==> src/rtl/mem_fabric.sv <==
// Single-master memory-mapped interconnect: decodes the master address into one
// of N_SLV windows and runs a registered req/ack handshake with a timeout.
module mem_fabric #(
  parameter int                     ADDR_W       = 16,
  parameter int                     DATA_W       = 16,
  parameter int                     N_SLV        = 4,
  parameter logic [N_SLV*ADDR_W-1:0] BASE        = {16'hF000, 16'h8000, 16'hBF00, 16'h0000},
  parameter logic [N_SLV*ADDR_W-1:0] MASK        = {16'hF000, 16'hC000, 16'hFFF0, 16'h8000},
  parameter int                     TIMEOUT      = 255,
  parameter logic [DATA_W-1:0]      DEFAULT_DATA = 16'hFFFF
) (
  input  logic                    clk,
  input  logic                    rst,
  input  logic                    m_req,
  input  logic                    m_we,
  input  logic [ADDR_W-1:0]       m_addr,
  input  logic [DATA_W-1:0]       m_wdata,
  output logic [DATA_W-1:0]       m_rdata,
  output logic                    m_ack,
  output logic                    m_err,
  output logic                    busy,
  output logic [N_SLV-1:0]        s_req,
  output logic                    s_we,
  output logic [ADDR_W-1:0]       s_addr,
  output logic [DATA_W-1:0]       s_wdata,
  input  logic [N_SLV*DATA_W-1:0] s_rdata,
  input  logic [N_SLV-1:0]        s_ack,
  output logic [7:0]              err_count
);

  typedef enum logic [1:0] {IDLE, WAIT, RESP} state_t;

  localparam int CNT_W = (TIMEOUT > 1) ? $clog2(TIMEOUT) : 1;
  localparam int SEL_W = (N_SLV > 1) ? $clog2(N_SLV) : 1;

  state_t              state_reg, state_next;
  logic [N_SLV-1:0]    s_req_reg, s_req_next;
  logic [SEL_W-1:0]    sel_reg, sel_next;
  logic [CNT_W-1:0]    cnt_reg, cnt_next;
  logic [DATA_W-1:0]   m_rdata_reg, m_rdata_next;
  logic                m_ack_reg, m_ack_next;
  logic                m_err_reg, m_err_next;
  logic                s_we_reg, s_we_next;
  logic [ADDR_W-1:0]   s_addr_reg, s_addr_next;
  logic [DATA_W-1:0]   s_wdata_reg, s_wdata_next;
  logic [7:0]          err_count_reg, err_count_next;

  logic [N_SLV-1:0]    hit;
  logic                hit_any;
  logic [SEL_W-1:0]    hit_idx;
  logic [DATA_W-1:0]   rdata_slice [N_SLV];
  logic [7:0]          err_count_inc;

  for (genvar gi = 0; gi < N_SLV; gi++) begin : g_slv
    assign hit[gi] = (m_addr & MASK[gi*ADDR_W +: ADDR_W]) == BASE[gi*ADDR_W +: ADDR_W];
    assign rdata_slice[gi] = s_rdata[gi*DATA_W +: DATA_W];
  end

  // Descending scan so the lowest matching window overrides the others.
  always_comb begin
    hit_any = |hit;
    hit_idx = '0;
    for (int i = N_SLV - 1; i >= 0; i--) begin
      if (hit[i]) hit_idx = SEL_W'(i);
    end
  end

  assign err_count_inc = (err_count_reg == 8'hFF) ? err_count_reg : err_count_reg + 8'd1;

  always_comb begin
    state_next     = state_reg;
    s_req_next     = s_req_reg;
    sel_next       = sel_reg;
    cnt_next       = cnt_reg;
    m_rdata_next   = m_rdata_reg;
    m_ack_next     = 1'b0;
    m_err_next     = 1'b0;
    s_we_next      = s_we_reg;
    s_addr_next    = s_addr_reg;
    s_wdata_next   = s_wdata_reg;
    err_count_next = err_count_reg;
    case (state_reg)
      IDLE: begin
        if (m_req) begin
          s_we_next    = m_we;
          s_addr_next  = m_addr;
          s_wdata_next = m_wdata;
          if (hit_any) begin
            s_req_next = N_SLV'(1) << hit_idx;
            sel_next   = hit_idx;
            cnt_next   = '0;
            state_next = WAIT;
          end else begin
            m_ack_next     = 1'b1;
            m_err_next     = 1'b1;
            m_rdata_next   = DEFAULT_DATA;
            err_count_next = err_count_inc;
            state_next     = RESP;
          end
        end
      end
      WAIT: begin
        // The acknowledge is checked first so it beats a coinciding timeout.
        if (s_ack[sel_reg]) begin
          s_req_next   = '0;
          m_rdata_next = rdata_slice[sel_reg];
          m_ack_next   = 1'b1;
          state_next   = RESP;
        end else if (cnt_reg == CNT_W'(TIMEOUT - 1)) begin
          s_req_next     = '0;
          m_ack_next     = 1'b1;
          m_err_next     = 1'b1;
          m_rdata_next   = DEFAULT_DATA;
          err_count_next = err_count_inc;
          state_next     = RESP;
        end else begin
          cnt_next = cnt_reg + 1'b1;
        end
      end
      RESP: begin
        state_next = IDLE;
      end
      default: begin
        state_next = IDLE;
      end
    endcase
  end

  always_ff @(posedge clk) begin
    if (rst) begin
      state_reg     <= IDLE;
      s_req_reg     <= '0;
      sel_reg       <= '0;
      cnt_reg       <= '0;
      m_rdata_reg   <= '0;
      m_ack_reg     <= 1'b0;
      m_err_reg     <= 1'b0;
      s_we_reg      <= 1'b0;
      s_addr_reg    <= '0;
      s_wdata_reg   <= '0;
      err_count_reg <= '0;
    end else begin
      state_reg     <= state_next;
      s_req_reg     <= s_req_next;
      sel_reg       <= sel_next;
      cnt_reg       <= cnt_next;
      m_rdata_reg   <= m_rdata_next;
      m_ack_reg     <= m_ack_next;
      m_err_reg     <= m_err_next;
      s_we_reg      <= s_we_next;
      s_addr_reg    <= s_addr_next;
      s_wdata_reg   <= s_wdata_next;
      err_count_reg <= err_count_next;
    end
  end

  assign m_rdata   = m_rdata_reg;
  assign m_ack     = m_ack_reg;
  assign m_err     = m_err_reg;
  assign busy      = (state_reg != IDLE);
  assign s_req     = s_req_reg;
  assign s_we      = s_we_reg;
  assign s_addr    = s_addr_reg;
  assign s_wdata   = s_wdata_reg;
  assign err_count = err_count_reg;

endmodule

==> config.mk <==
export PLATFORM = sky130hd
export DESIGN_NAME = mem_fabric
export DESIGN_NICKNAME = d
export VERILOG_FILES = /design/src/rtl/mem_fabric.sv
export SDC_FILE = /design/constraint.sdc
export NUM_CORES = 1
export LEC_CHECK = 0
export BUFFER_PORTS_ARGS = -buffer_cell sky130_fd_sc_hd__buf_2
export CAP_MARGIN = 20
export CORE_ASPECT_RATIO = 0.75
export CORE_UTILIZATION = 47
export CTS_BUF_LIST = sky130_fd_sc_hd__clkbuf_8
export DETAILED_ROUTE_END_ITERATION = 7
export GPL_ROUTABILITY_DRIVEN = 0
export GPL_TIMING_DRIVEN = 0
export HOLD_SLACK_MARGIN = 0.02
export PLACE_DENSITY_LB_ADDON = 0.25
export SLEW_MARGIN = 25
export SYNTH_ARGS = -nofsm -noshare
export SYNTH_HDL_FRONTEND = slang
export SYNTH_SLANG_ARGS = --single-unit
==> constraint.sdc <==
create_clock -name clk -period 2.5 [get_ports clk]
set_input_delay 0.125 -clock clk [delete_from_list [all_inputs] [get_ports clk]]
set_output_delay 0.125 -clock clk [all_outputs]
set_load 0.01 [all_outputs]
==> impl_metrics.csv <==
group,metric,value,unit
clocking,cts_tree,"built",
timing,tns,0,ns
timing,period_share,0.970,
clocking,htree_levels,3,
grt,grt_overflow,0,
pwr,clock_power_share,0.373,
die,dieWidth,99.5,um
worst_setup_path,worstSetupPathType,"flop to flop",
job,drv_cap,0,
pwr,total_power,2.98,mW
timing,max_freq,412,MHz
min_path,hp-class,"input port to flop",
timing,setup_viol,0,
detailed_routing,via_count,3664,
cells_and_area,multi_input_area,0.00172,sq mm
die,die_height,75.1,um
worst_setup_path,critPathLaunchType,"flop",
timing,slew_violations,0,
detailed_routing,ant_nets,0,
cells_and_area,n_antenna_cell,0,
worst_setup_path,worstPathRequired,2.78,ns
clocking,clockBufferDepth,2,
pwr,internal-power,2.19,mW
timing,worst_pin_slew,0.790,ns
logic_synthesis,syn_avg_cell_area,8.59,sq um
pwr,p_comb_frac,0.183,
logic_synthesis,synth_area_leader_cell,"dfxtp_1",
timing,slew_headroom,0.473,
die,ios,168,
die,start_util,0.488,
worst_setup_path,crit_path_max_fanout,6,
detailed_routing,drt_iter0_drc,183,
detailed_routing,drtPass1Iterations,5,
cells_and_area,finalNetCount,708,
cells_and_area,drive_gt1_frac,0.356,
timing,fin_crit,2.42,ns
pwr,leakage,2.14,nW
timing,fin_worst_skew,0.00984,ns
place,dp_hpwl,7.17,mm
grt,antenna_found_initial,0,
detailed_routing,wirelength,10.3,mm
place,portBuffers,166,
clocking,cts_buffers,9,
logic_synthesis,netlist_instances,390,
clocking,cts.sinks,75,
pwr,power_density,610,mW/mm^2
cells_and_area,area_delta_synth_final,45.6,%
pwr,p_sw_frac,0.265,
grt,first_global_vias,3325,
logic_synthesis,seq_area_frac_synth,0.448,
timing,fin_hold_ws,0.0320,ns
detailed_routing,wl_per_cell,14.6,um
detailed_routing,viasPerCell,5.20,
logic_synthesis,synth_area_leaders,"dfxtp_1, mux4_2, nand2_1",
cells_and_area,seq_area,0.00150,sq mm
clocking,clk_latency,0.35,ns
pwr,switching_power,787,uW
pwr,peakVddDrop,0.521,mV
logic_synthesis,syn_nets,497,
die,die-area,0.00748,sq mm
logic_synthesis,synthArstFlopShare,0,
logic_synthesis,synth_seq_cells,75,
logic_synthesis,yosys.cell_types.count,39,
die,rows,26,
grt,grt_max_degree,14,
logic_synthesis,synth-edff-count,0,
clocking,clk_pin_slew,0.08,ns
timing,grt_setup_unrepaired,"no",
grt,grt_use_total,0.264,
clocking,root_buffer,"clkbuf_8",
logic_synthesis,syn_area,0.00335,sq mm
logic_synthesis,synth_flop_cell,"dfxtp_1",
cells_and_area,fin_util,0.711,
logic_synthesis,synth_top_area_share,0.448,
logic_synthesis,yosysWarnings,0,
grt,grt_pass1_wl,15.1,mm
pwr,p_seq_frac,0.444,
worst_setup_path,endpoint_kind,"flop",
run_status,outcome,"finished, final reports clean",
die,design.core.area,0.00686,sq mm
timing,final-hold-violation-count,0,
worst_setup_path,arrival,2.70,ns
detailed_routing,drc,0,
cells_and_area,fill_cells,534,
routing by layer:
layer | part of all wire | vias to the layer above | track usage
met5 | 0 | - | 0
met3 | 0.060 | 29 | 0.0743
li1 | - | 1780 | -
met2 | 0.51 | 131 | 0.491
met4 | 0.024 | 0 | 0.119
met1 | 0.41 | 1724 | 0.287
power groups by stage:
| stage | Sequential [mW] | Combinational, mW | Clock (mW) |
|---|---|---|---|
| finish | 1.32 | 0.545 | 1.11 |
| global route | 1.33 | 0.596 | 1.18 |
| CTS | 1.32 | 0.529 | 1.13 |
| detailed placement | 1.34 | 0.499 | 0 |
| global placement | 1.34 | 0.487 | 0 |
| floorplan | 1.38 | 0.241 | 0 |
worst paths after layout:
kind | cells past startpoint | slack (ns) | end | from
worst min register to register | 2 | 0.45 | s_addr[13]$_SDFFE_PP0P_ | s_addr[13]$_SDFFE_PP0P_
worst max register to register | 7 | 0.08 | err_count[5]$_SDFFE_PP0P_ | sel_reg[0]$_SDFFE_PP0P_
worst max-delay path | 7 | 0.08 | err_count[5]$_SDFFE_PP0P_ | sel_reg[0]$_SDFFE_PP0P_
worst min-delay path | 3 | 0.03 | s_addr[1]$_SDFFE_PP0P_ | m_addr[1]
area by class of cell:
type	count	area share
Multi-Input combinational cell	282	0.353
Timing Repair Buffer	201	0.236
Buffer	26	0.0233
Tap cell	98	0.0251
Clock buffer	9	0.0254
Sequential cell	75	0.308
Clock inverter	7	0.0241
Inverter	6	0.00462
layout by cell type (no fill, tap or decap), drive strengths merged, types with 3 or more instances in the layout:
cell / n
nand2: 79
mux4: 17
a211oi: 5
dlygate4sd3: 25
dfxtp: 75
nor2: 48
buf: 180
or4: 3
xnor2: 7
o21ai: 12
a21oi: 50
bufinv: 3
nor4: 3
inv: 7
nand3: 5
clkbuf: 31
ha: 3
or3: 5
nor3: 19
cell usage after synthesis, types with 3 or more instances:
cell type / number
mux4_2: 17
clkbuf_1: 23
dfxtp_1: 75
ha_1: 3
a21oi_1: 50
nor2_1: 48
inv_1: 6
nand2_1: 79
nor3_1: 19
nor4_1: 3
or3_1: 5
nand3_1: 5
xnor2_1: 7
o21ai_0: 12
or4_1: 3
a211oi_1: 5
cell families (layout without fill, tap and decap cells):
family                     after synthesis  after routing  share of synthesized area
and+or+nand+nor                        177            177                      0.233
AOI/OAI and AO/OA                       75             75                      0.125
DFF                                     75             75                      0.448
buffers and inverters                   33            249                     0.0418
muxes                                   19             19                      0.120
xor gates and xnor gates                 8              8                     0.0209
adders and majority gates                3              3                     0.0112
timing repair:
action / CTS / global route
hold endpoints to repair: 25 / 0
buffers inserted: 0 / 9
gates cloned: 0 / 1
hold buffers: 25 / 0
gates resized for setup: 1 / 2
setup endpoints to repair: 11 / 2
pin swaps: 0 / 1
per-stage QoR:
| stage | setup WS (ns) | cell area, sq um | std cells |
|---|---|---|---|
| floorplan | 0.253 | 3350 | 390 |
| global placement | -0.0995 | 4310 | 654 |
| detailed placement | -0.117 | 4310 | 654 |
| CTS | 0.0456 | 4800 | 694 |
| global route | 0.00657 | 4880 | 704 |
| finish | 0.0751 | 4880 | 704 |
worst max-delay path, stage by stage, from the launching register on:
cell and delay [ns]:
dfxtp_1 0.33, buf_6 0.12, mux4_2 0.60, nand2b_4 0.17, a2111o_1 0.49, buf_6 0.16
or3_1 0.34, a21oi_1 0.13
No activity file was read; power rests on OpenSTA's default activity.
